===== config.mk =====
export PLATFORM = sky130hd
export DESIGN_NAME = cp0_regs_flat
export DESIGN_NICKNAME = d
export VERILOG_FILES = /design/src/rtl/cp0_regs_if.sv /design/src/rtl/cp0_regs.sv /design/src/flat_wrapper.sv
export SDC_FILE = /design/constraint.sdc
export NUM_CORES = 1
export LEC_CHECK = 0
export BUFFER_PORTS_ARGS = -buffer_cell sky130_fd_sc_hd__buf_2
export CORE_AREA = 3 3 143 145
export DETAILED_ROUTE_END_ITERATION = 16
export DIE_AREA = 0 0 146 148
export PLACE_DENSITY = 0.78
export SLEW_MARGIN = 20
export SYNTH_ARGS = -nofsm -noshare
export SYNTH_HDL_FRONTEND = slang
export SYNTH_SLANG_ARGS = --single-unit

===== constraint.sdc =====
create_clock -name clk -period 9.84 [get_ports clk]
set_input_delay 0.984 -clock clk [delete_from_list [all_inputs] [get_ports clk]]
set_output_delay 0.984 -clock clk [all_outputs]
set_load 0.005 [all_outputs]

===== src/rtl/cp0_regs_if.sv =====
// Pipeline-side bundle for cp0_regs: MTC0/MFC0 access, exception inputs and register taps.
interface cp0_regs_if;
  logic        we_i;
  logic [4:0]  waddr_i;
  logic [31:0] wdata_i;
  logic [4:0]  raddr_i;
  logic [31:0] rdata_o;
  logic [5:0]  int_i;
  logic [31:0] excepttype_i;
  logic [31:0] current_inst_addr_i;
  logic        is_in_delayslot_i;
  logic [31:0] bad_addr_i;
  logic [31:0] count_o;
  logic [31:0] compare_o;
  logic [31:0] status_o;
  logic [31:0] cause_o;
  logic [31:0] epc_o;
  logic [31:0] badvaddr_o;
  logic        timer_int_o;

  modport master (
    output we_i, waddr_i, wdata_i, raddr_i, int_i,
           excepttype_i, current_inst_addr_i, is_in_delayslot_i, bad_addr_i,
    input  rdata_o, count_o, compare_o, status_o, cause_o, epc_o, badvaddr_o, timer_int_o
  );

  modport slave (
    input  we_i, waddr_i, wdata_i, raddr_i, int_i,
           excepttype_i, current_inst_addr_i, is_in_delayslot_i, bad_addr_i,
    output rdata_o, count_o, compare_o, status_o, cause_o, epc_o, badvaddr_o, timer_int_o
  );
endinterface


===== src/rtl/cp0_regs.sv =====
// CP0 register file: MTC0/MFC0 access, exception entry/ERET bookkeeping and timer interrupt.
// Register updates take effect at the next clock; MFC0 read is combinational; no backpressure.
module cp0_regs #(
  parameter logic [31:0] PRID            = 32'h0000_4220,
  parameter logic [31:0] CONFIG          = 32'h0000_8000,
  parameter bit          COUNT_HALF_RATE = 1'b1
) (
  input logic       clk,
  input logic       rst,
  cp0_regs_if.slave bus
);
  localparam logic [4:0] A_BADVADDR = 5'd8;
  localparam logic [4:0] A_COUNT    = 5'd9;
  localparam logic [4:0] A_COMPARE  = 5'd11;
  localparam logic [4:0] A_STATUS   = 5'd12;
  localparam logic [4:0] A_CAUSE    = 5'd13;
  localparam logic [4:0] A_EPC      = 5'd14;
  localparam logic [4:0] A_PRID     = 5'd15;
  localparam logic [4:0] A_CONFIG   = 5'd16;
  localparam logic [31:0] STATUS_RST = 32'h0040_0000;

  logic [31:0] count_q, compare_q, status_q, cause_q, epc_q, badvaddr_q;
  logic [31:0] count_d, compare_d, status_d, cause_d, epc_d, badvaddr_d;
  logic        timer_q, timer_d, phase_q, phase_d;
  logic        is_exc;

  always_comb begin
    is_exc = 1'b0;
    case (bus.excepttype_i)
      32'h1, 32'h4, 32'h5, 32'h8, 32'h9, 32'ha, 32'hc: is_exc = 1'b1;
      default: is_exc = 1'b0;
    endcase
  end

  always_comb begin
    count_d    = count_q;
    compare_d  = compare_q;
    status_d   = status_q;
    cause_d    = cause_q;
    epc_d      = epc_q;
    badvaddr_d = badvaddr_q;
    timer_d    = timer_q;
    phase_d    = ~phase_q;

    if (!COUNT_HALF_RATE || phase_q)
      count_d = count_q + 32'd1;
    if (compare_q != 32'd0 && count_q == compare_q)
      timer_d = 1'b1;
    cause_d[15:10] = {bus.int_i[5] | timer_q, bus.int_i[4:0]};

    // MTC0 first so that a same-cycle exception/ERET overrides only the fields it owns
    if (bus.we_i) begin
      case (bus.waddr_i)
        A_COUNT:   count_d = bus.wdata_i;
        A_COMPARE: begin
          compare_d = bus.wdata_i;
          timer_d   = 1'b0;
        end
        A_STATUS:  status_d = {9'd0, 1'b1, 6'd0, bus.wdata_i[15:8], 6'd0, bus.wdata_i[1:0]};
        A_CAUSE:   cause_d[9:8] = bus.wdata_i[9:8];
        A_EPC:     epc_d = bus.wdata_i;
        default: ;
      endcase
    end

    if (is_exc) begin
      // Nested exceptions keep the original return address
      if (!status_q[1]) begin
        epc_d      = bus.is_in_delayslot_i ? bus.current_inst_addr_i - 32'd4
                                           : bus.current_inst_addr_i;
        cause_d[31] = bus.is_in_delayslot_i;
      end
      status_d[1]  = 1'b1;
      cause_d[6:2] = (bus.excepttype_i == 32'h1) ? 5'd0 : bus.excepttype_i[4:0];
      if (bus.excepttype_i == 32'h4 || bus.excepttype_i == 32'h5)
        badvaddr_d = bus.bad_addr_i;
    end else if (bus.excepttype_i == 32'he) begin
      status_d[1] = 1'b0;
    end
  end

  always_ff @(posedge clk or posedge rst) begin
    if (rst) begin
      count_q    <= 32'd0;
      compare_q  <= 32'd0;
      status_q   <= STATUS_RST;
      cause_q    <= 32'd0;
      epc_q      <= 32'd0;
      badvaddr_q <= 32'd0;
      timer_q    <= 1'b0;
      phase_q    <= 1'b0;
    end else begin
      count_q    <= count_d;
      compare_q  <= compare_d;
      status_q   <= status_d;
      cause_q    <= cause_d;
      epc_q      <= epc_d;
      badvaddr_q <= badvaddr_d;
      timer_q    <= timer_d;
      phase_q    <= phase_d;
    end
  end

  always_comb begin
    bus.rdata_o = 32'd0;
    case (bus.raddr_i)
      A_BADVADDR: bus.rdata_o = badvaddr_q;
      A_COUNT:    bus.rdata_o = count_q;
      A_COMPARE:  bus.rdata_o = compare_q;
      A_STATUS:   bus.rdata_o = status_q;
      A_CAUSE:    bus.rdata_o = cause_q;
      A_EPC:      bus.rdata_o = epc_q;
      A_PRID:     bus.rdata_o = PRID;
      A_CONFIG:   bus.rdata_o = CONFIG;
      default:    bus.rdata_o = 32'd0;
    endcase
  end

  assign bus.count_o     = count_q;
  assign bus.compare_o   = compare_q;
  assign bus.status_o    = status_q;
  assign bus.cause_o     = cause_q;
  assign bus.epc_o       = epc_q;
  assign bus.badvaddr_o  = badvaddr_q;
  assign bus.timer_int_o = timer_q;
endmodule

===== src/flat_wrapper.sv =====
// flat-port wrapper written by rule: the top's interface ports become plain ports
module cp0_regs_flat 
#(
  parameter logic [31:0] PRID            = 32'h0000_4220,
  parameter logic [31:0] CONFIG          = 32'h0000_8000,
  parameter bit          COUNT_HALF_RATE = 1'b1
)
  (clk, rst, bus_we_i, bus_waddr_i, bus_wdata_i, bus_raddr_i, bus_int_i, bus_excepttype_i, bus_current_inst_addr_i, bus_is_in_delayslot_i, bus_bad_addr_i, bus_rdata_o, bus_count_o, bus_compare_o, bus_status_o, bus_cause_o, bus_epc_o, bus_badvaddr_o, bus_timer_int_o);
  cp0_regs_if bus_i ();
  input logic clk;
  input logic rst;
  input wire logic [$bits(bus_i.we_i)-1:0] bus_we_i;
  input wire logic [$bits(bus_i.waddr_i)-1:0] bus_waddr_i;
  input wire logic [$bits(bus_i.wdata_i)-1:0] bus_wdata_i;
  input wire logic [$bits(bus_i.raddr_i)-1:0] bus_raddr_i;
  input wire logic [$bits(bus_i.int_i)-1:0] bus_int_i;
  input wire logic [$bits(bus_i.excepttype_i)-1:0] bus_excepttype_i;
  input wire logic [$bits(bus_i.current_inst_addr_i)-1:0] bus_current_inst_addr_i;
  input wire logic [$bits(bus_i.is_in_delayslot_i)-1:0] bus_is_in_delayslot_i;
  input wire logic [$bits(bus_i.bad_addr_i)-1:0] bus_bad_addr_i;
  output wire logic [$bits(bus_i.rdata_o)-1:0] bus_rdata_o;
  output wire logic [$bits(bus_i.count_o)-1:0] bus_count_o;
  output wire logic [$bits(bus_i.compare_o)-1:0] bus_compare_o;
  output wire logic [$bits(bus_i.status_o)-1:0] bus_status_o;
  output wire logic [$bits(bus_i.cause_o)-1:0] bus_cause_o;
  output wire logic [$bits(bus_i.epc_o)-1:0] bus_epc_o;
  output wire logic [$bits(bus_i.badvaddr_o)-1:0] bus_badvaddr_o;
  output wire logic [$bits(bus_i.timer_int_o)-1:0] bus_timer_int_o;
  assign bus_i.we_i = bus_we_i;
  assign bus_i.waddr_i = bus_waddr_i;
  assign bus_i.wdata_i = bus_wdata_i;
  assign bus_i.raddr_i = bus_raddr_i;
  assign bus_i.int_i = bus_int_i;
  assign bus_i.excepttype_i = bus_excepttype_i;
  assign bus_i.current_inst_addr_i = bus_current_inst_addr_i;
  assign bus_i.is_in_delayslot_i = bus_is_in_delayslot_i;
  assign bus_i.bad_addr_i = bus_bad_addr_i;
  assign bus_rdata_o = bus_i.rdata_o;
  assign bus_count_o = bus_i.count_o;
  assign bus_compare_o = bus_i.compare_o;
  assign bus_status_o = bus_i.status_o;
  assign bus_cause_o = bus_i.cause_o;
  assign bus_epc_o = bus_i.epc_o;
  assign bus_badvaddr_o = bus_i.badvaddr_o;
  assign bus_timer_int_o = bus_i.timer_int_o;
  cp0_regs #(.PRID(PRID), .CONFIG(CONFIG), .COUNT_HALF_RATE(COUNT_HALF_RATE)) u_core (.clk(clk), .rst(rst), .bus(bus_i));
endmodule

==> results of run 1 <==
[worst max-delay path: cells and delay by family]
family	cells	cell delay, ps
buffers and inverters	3	680
AO/OA/AOI/OAI	1	120
AND/OR/NAND/NOR	4	1280
[state kept, by name (all words and copies together) (netlist names)]
register                count
u_core.bus.badvaddr_o      32
u_core.bus.compare_o       32
u_core.bus.count_o         32
u_core.bus.epc_o           32
u_core.bus.cause_o         14
u_core.bus.status_o        10
u_core.bus.timer_int_o      1
u_core.phase_q              1
[Yosys cell counts, types with 24 or more instances]
cell        n  area share
xor2_1     65       0.063
xnor2_1    25       0.024
nor2b_1    30       0.021
mux2_2     78       0.098
nor4_1     30       0.021
a21oi_1    25       0.014
nand3_1    30       0.017
a22oi_1    34       0.028
nand2_1    66       0.028
clkbuf_1   46       0.019
o21ai_0    43       0.024
buf_4      43       0.036
nand4_1    24       0.017
dfrtp_1   154        0.43
a211oi_1   24       0.020
[stage by stage]
| stage | setup WS [ps] | util | cell area, sq um | total power (uW) |
|---|---|---|---|---|
| finish | 5783 | 0.5922 | 11450 | 2174 |
| global route | 5643 | 0.5922 | 11450 | 2269 |
| CTS | 5812 | 0.5906 | 11420 | 2173 |
| detailed placement | 5826 | 0.5547 | 10720 | 1398 |
| global placement | 5859 | 0.5543 | 10720 | 1388 |
| floorplan | 4706 | - | 9114 | 1133 |
[kinds of logic after synthesis]
logic type	after synthesis	share of synthesized area
AOI/OAI and AO/OA	177	0.1370
xor gates and xnor gates	90	0.08787
adders and majority gates	2	0.002789
buffers and inverters	106	0.06360
DFF	154	0.4296
muxes	89	0.1102
other	2	0.0008371
and+or+nand+nor	267	0.1682
[power groups by stage]
stage	Sequential, uW	Combinational (uW)	Clock [uW]
after floorplan	866	267	0
after global routing	942	517	810
final	929	471	773
after global placement	935	452	0
after CTS	921	470	781
after detailed placement	932	466	0
[cell type report]
cell class | count | area, sq um
antenna | 1 | 2.502
clock buffer | 22 | 484.2
clock inverter | 10 | 211.5
fill | 1696 | 7885
inverter | 8 | 35.03
multi-input combinational | 665 | 4737
sequential | 154 | 3854
tap | 265 | 331.6
timing repair buffer | 347 | 1794
[how the worst min path moves through the flow]
stage	start	cells past startpoint	to	slack, ps
3_5_place_dp	u_core.bus.badvaddr_o[10]$_DFFE_PP0P_	1	u_core.bus.badvaddr_o[10]$_DFFE_PP0P_	520
4_1_cts	u_core.bus.status_o[15]$_DFFE_PP0P_	1	u_core.bus.status_o[15]$_DFFE_PP0P_	540
6_report	u_core.bus.badvaddr_o[24]$_DFFE_PP0P_	1	u_core.bus.badvaddr_o[24]$_DFFE_PP0P_	540
3_3_place_gp	u_core.bus.badvaddr_o[15]$_DFFE_PP0P_	1	u_core.bus.badvaddr_o[15]$_DFFE_PP0P_	520
5_1_grt	u_core.bus.badvaddr_o[23]$_DFFE_PP0P_	1	u_core.bus.badvaddr_o[23]$_DFFE_PP0P_	560
2_1_floorplan	u_core.bus.timer_int_o$_DFF_PP0_	1	u_core.bus.cause_o[15]$_DFF_PP0_	490
[metal layers]
metal | vias up | GRT usage | part of all wire
met5 | - | 0 | 0.00040
met4 | 2 | 0.1040 | 0.026
met3 | 55 | 0.06560 | 0.093
met2 | 476 | 0.4685 | 0.47
met1 | 4112 | 0.4038 | 0.41
li1 | 3806 | - | -
==> flow_summary_export.csv, run 1 <==
group,metric,value,unit
timing,hold_slack,536.1,ps
synthesis,yosys_warnings,0,
clock_tree,clock_sinks,154,
finish,drive_above_1_share,0.3988,
clock_tree,cts_resized,0,
route,wl_per_cell,22.31,um
worst_setup_path,r2r_end,"u_core.bus.count_o[31]$_DFF_PP0_",
finish,nNetsFinal,1343,
power,combPwrFrac,0.217,
finish,area_delta_synth_final,27.63,%
timing,hold_viol,0,
worst_setup_path,crit_end,"bus_rdata_o[11]",
power,ir_drop,124.6,uV
placed_design,io_buffers,332,
route,drc_errors,0,
worst_setup_path,crit_required,8860,ps
timing,clock_skew,6.924,ps
die,initial_core_util,0.4640,
grt,grt_antenna_before_repair,2,
clock_tree,clkTransAtPathRegs,60,ps
timing,maxSlewHeadroom,0.3749,
worst_setup_path,startpoint,"bus_raddr_i[3]",
grt,grt_usage,0.2957,
clock_tree,insertion_delay,420,ps
placed_design,placed_cells,1438,
grt,overflow,0,
finish,finalNonFillerCells,1472,
route,wirelength,32840,um
die,core_area,19330,sq um
synthesis,synthCells,887,
synthesis,dominantRegCellSynth,"dfrtp_1",
timing,finalCriticalPeriod,4057,ps
finish,layout_common_cells,"buf_2 (332), dfrtp_1 (154), mux2_2 (78), nand2_1 (66), xor2_1 (65)",
worst_hold_path,hold_class,"flip-flop to flip-flop",
timing,min_period_over_period,0.4123,
power,p_seq_frac,0.427,
worst_setup_path,arrival,3070,ps
synthesis,synth_area,8971,sq um
die,die_area,21610,sq um
worst_setup_path,cp_max_fo,21,
die,boundaryPins,373,
job,cap_viol_max_count,0,
outcome,run_status,"finished clean",
power,p_per_area,189.9,nW/um^2
worst_setup_path,cpMaxStageDelayCell,"nor3b_2",
worst_setup_path,crit_chain,"buf_2 > nor2b_1 > nand2_1 > nor3b_2 > buf_4 > a22oi_1 > nand3_1 > buf_2",
clock_tree,cts_buffer_depth,2,
route,ant_nets,0,
synthesis,ys_ff_latch,154,
timing,maxSlewViolCount,0,
power,power_switching,700.5,uW
clock_tree,cts_tree,"built",
synthesis,ys_seq_area_frac,0.4296,
route,initialDrtViolationCount,693,
worst_setup_path,startpoint_type,"input port",
power,p_leak,0.005505,uW
worst_setup_path,reg2regPathDepth,5,
clock_tree,ctsHtreeMaxLevel,4,
synthesis,synth_edf_count,0,
route,vias,8451,
grt,grt_pass1_wl,49080,um
die,die_h,148,um
timing,rsz0062_at_grt,"no",
clock_tree,numCtsBuffers,17,
clock_tree,cts_root_buffer,"clkbuf_16",
die,rows,51,
worst_setup_path,cpMostUsedCell,"buf_2",
timing,worst_pin_slew,937.7,ps
timing,clock.fmax,246.5,MHz
synthesis,async_reset_ff_frac,1.000,
timing,fin_tns_setup,0,ps
finish,layout.cells.most_common,"buf_2",
grt,grt_pass1_vias,8090,
placed_design,hpwl,24330,um
timing,setup_viol,0,
synthesis,synth_area_per_cell,10.11,sq um
worst_setup_path,rrSetupSlack,7440,ps
synthesis,synthDistinctLibCells,53,
route,dr.pass1.iters,5,
worst_setup_path,crit_path_end_kind,"output pin",
worst_setup_path,critPathKind,"input port to output pin",
clock_tree,cts_hold_buf,0,
die,die_x,146,um
grt,grt_max_degree,80,
worst_setup_path,r2r-start,"u_core.bus.count_o[7]$_DFF_PP0_",
power,clkPwrFrac,0.356,
worst_setup_path,cpPeakStageDelay,760,ps
clock_tree,postCtsSetupRepairBufs,0,
placed_design,place_congestion,0.9243,
power,switching_share,0.3222,
route,vias_per_cell,5.741,
power,p_int,1473,uW
No activity file was read; power rests on OpenSTA's default activity.
==> run 2: changes to the inputs <==
Settings changed: CORE_AREA 3 3 143 145 to not set, CORE_ASPECT_RATIO set to 0.75, CORE_MARGIN set to 3, CORE_UTILIZATION set to 49, DIE_AREA 0 0 146 148 to not set, PLACE_DENSITY 0.78 to 0.82.
Clock period 9.84 ns to 4.2 ns, I/O delays scaled along.
==> run 2 against run 1 <==
Power increased by 130%. Final area is 1.0% lower. Die area shrank 7.5%. Clock skew up 2.5 ps. Clock-buffer cell count shrank 3. Highest routed layer unchanged. Sequential share of layout area is 0.34 points higher. Global-route usage is 2.7 points higher. Critical path depth down 1. Sequential power grew 130%. Utilization grew 4.4 points. Hold slack got worse by 420 ps. Non-clock buffer count decreased by 2.
==> flow_summary_export.csv, run 2 (synthesized netlist as in run 1, its figures left out) <==
group,metric,value,unit
finish,nNetsFinal,1341,
route,dr.pass1.iters,9,
timing,clock_skew,9.433,ps
worst_setup_path,startpoint_type,"input port",
clock_tree,insertion_delay,420,ps
timing,maxSlewHeadroom,0.2611,
worst_setup_path,crit_required,3780,ps
timing,hold_viol,0,
finish,area_delta_synth_final,26.35,%
route,wl_per_cell,23.14,um
die,initial_core_util,0.5036,
grt,grt_max_degree,155,
finish,drive_above_1_share,0.3990,
timing,fin_tns_setup,0,ps
worst_setup_path,critPathTopFamily,"simple AND/OR/NAND/NOR gates",
finish,layout_common_cells,"buf_2 (332), dfrtp_1 (154), mux2_2 (78), nand2_1 (66), xor2_1 (65)",
timing,min_period_over_period,0.6410,
worst_setup_path,cp_max_fo,9,
power,ir_drop,245.7,uV
power,p_leak,0.005449,uW
route,wirelength,33500,um
finish,finalNonFillerCells,1448,
timing,worst_pin_slew,1102,ps
die,core_area,17810,sq um
die,rows,42,
clock_tree,clock_sinks,154,
route,vias_per_cell,5.959,
worst_setup_path,rrSetupSlack,1820,ps
placed_design,hpwl,24820,um
worst_setup_path,crit_path_end_kind,"output pin",
outcome,run_status,"finished clean",
clock_tree,cts_buffer_depth,2,
worst_setup_path,cpPeakStageDelay,830,ps
worst_setup_path,critPathKind,"input port to output pin",
die,boundaryPins,373,
power,total_power,4914,uW
clock_tree,postCtsSetupRepairBufs,0,
timing,setup_ws,1508,ps
worst_setup_path,cpMostUsedCell,"buf_2",
grt,grt_pass1_vias,7959,
worst_setup_path,cp_num_buf_inv,2,
timing,setup_viol,0,
worst_setup_path,arrival,2270,ps
clock_tree,cts_hold_buf,0,
clock_tree,cts_tree,"built",
worst_setup_path,cpMaxStageDelayCell,"nor3_2",
route,drc_errors,0,
worst_hold_path,hold_class,"input port to flip-flop",
route,initialDrtViolationCount,985,
timing,finalCriticalPeriod,2692,ps
timing,maxSlewViolCount,0,
die,die_area,19980,sq um
placed_design,place_congestion,0.9435,
grt,grt_antenna_before_repair,4,
placed_design,dp_slack,1243,ps
clock_tree,cts_root_buffer,"clkbuf_16",
clock_tree,ctsHtreeMaxLevel,4,
placed_design,placed_cells,1414,
timing,rsz0062_at_grt,"no",
finish,fin_util,0.6363,
clock_tree,numCtsBuffers,17,
grt,overflow,0,
die,die_x,162.2,um
power,p_per_area,433.6,nW/um^2
job,cap_viol_max_count,0,
grt,grt_pass1_wl,48540,um
die,die_h,123.2,um
route,ant_nets,0,
timing,clock.fmax,371.5,MHz
route,vias,8629,
grt,grt_usage,0.3228,
finish,layout.cells.most_common,"buf_2",
clock_tree,cts_resized,0,
clock_tree,clkTransAtPathRegs,70,ps
placed_design,io_buffers,332,
worst_setup_path,crit_chain,"buf_2 > nor2b_1 > nand2_1 > nor3_2 > a22oi_1 > nand3_1 > buf_2",
==> run 2: cell count changes in the layout (fill, tap and decap cells not counted), sizes merged <==
cell / previous run / this run
bufinv: 6 / 3
clkbuf: 22 / 19
buf: 347 / 345
clkinvlp: 3 / 5
diode: 1 / 3
inv: 8 / 10
clkinv: 1 / 2
==> run 2: path summary, 6_finish.rpt <==
kind,cells after the start,start,to
setup / recovery,7,bus_raddr_i[3],bus_rdata_o[11]
hold / removal,1,bus_int_i[0],u_core.bus.cause_o[10]$_DFF_PP0_
setup reg to reg,5,u_core.bus.count_o[9]$_DFF_PP0_,u_core.bus.count_o[31]$_DFF_PP0_
hold reg to reg,1,u_core.bus.timer_int_o$_DFF_PP0_,u_core.bus.cause_o[15]$_DFF_PP0_
max in group asynchronous,3,rst,u_core.bus.cause_o[12]$_DFF_PP0_
min in group asynchronous,3,rst,u_core.bus.compare_o[8]$_DFFE_PP0P_
==> run 2: layer usage <==
layer	global-route usage	vias up	wire [um]
met5	0	-	13
met4	0.08844	2	826
met3	0.08573	69	3133
met2	0.4877	517	15270
met1	0.4615	4260	14260
li1	-	3781	-
==> run 2: worst register-to-register path: stages, from the launching register on <==
cell	delay (ps)
dfrtp_1	530
nand4_1	290
nor4_4	780
nand4_1	230
xnor2_1	170
mux2_2	260
==> run 2: report_power, final <==
part / total, uW / internal, uW / switching [uW]
registers: 2180 / 1720 / 456
logic: 1120 / 546 / 570
clock network: 1620 / 972 / 646
==> run 2: area by class of cell <==
type | instances | area, sq um
tap | 242 | 302.8
fill | 1525 | 6480
inverter | 8 | 33.78
multi-input combinational | 665 | 4736
clock buffer | 19 | 452.9
clock inverter | 12 | 163.9
timing repair buffer | 345 | 1784
antenna | 3 | 7.507
sequential | 154 | 3854
==> run 2: per-stage QoR <==
| step | cell area [sq um] | hold slack, ps |
|---|---|---|
| 2_1_floorplan | 9117 | 451.4 |
| 3_3_place_gp | 10710 | 492.1 |
| 3_5_place_dp | 10710 | 491.2 |
| 4_1_cts | 11330 | 99.50 |
| 5_1_grt | 11330 | 93.49 |
| 6_report | 11330 | 111.8 |
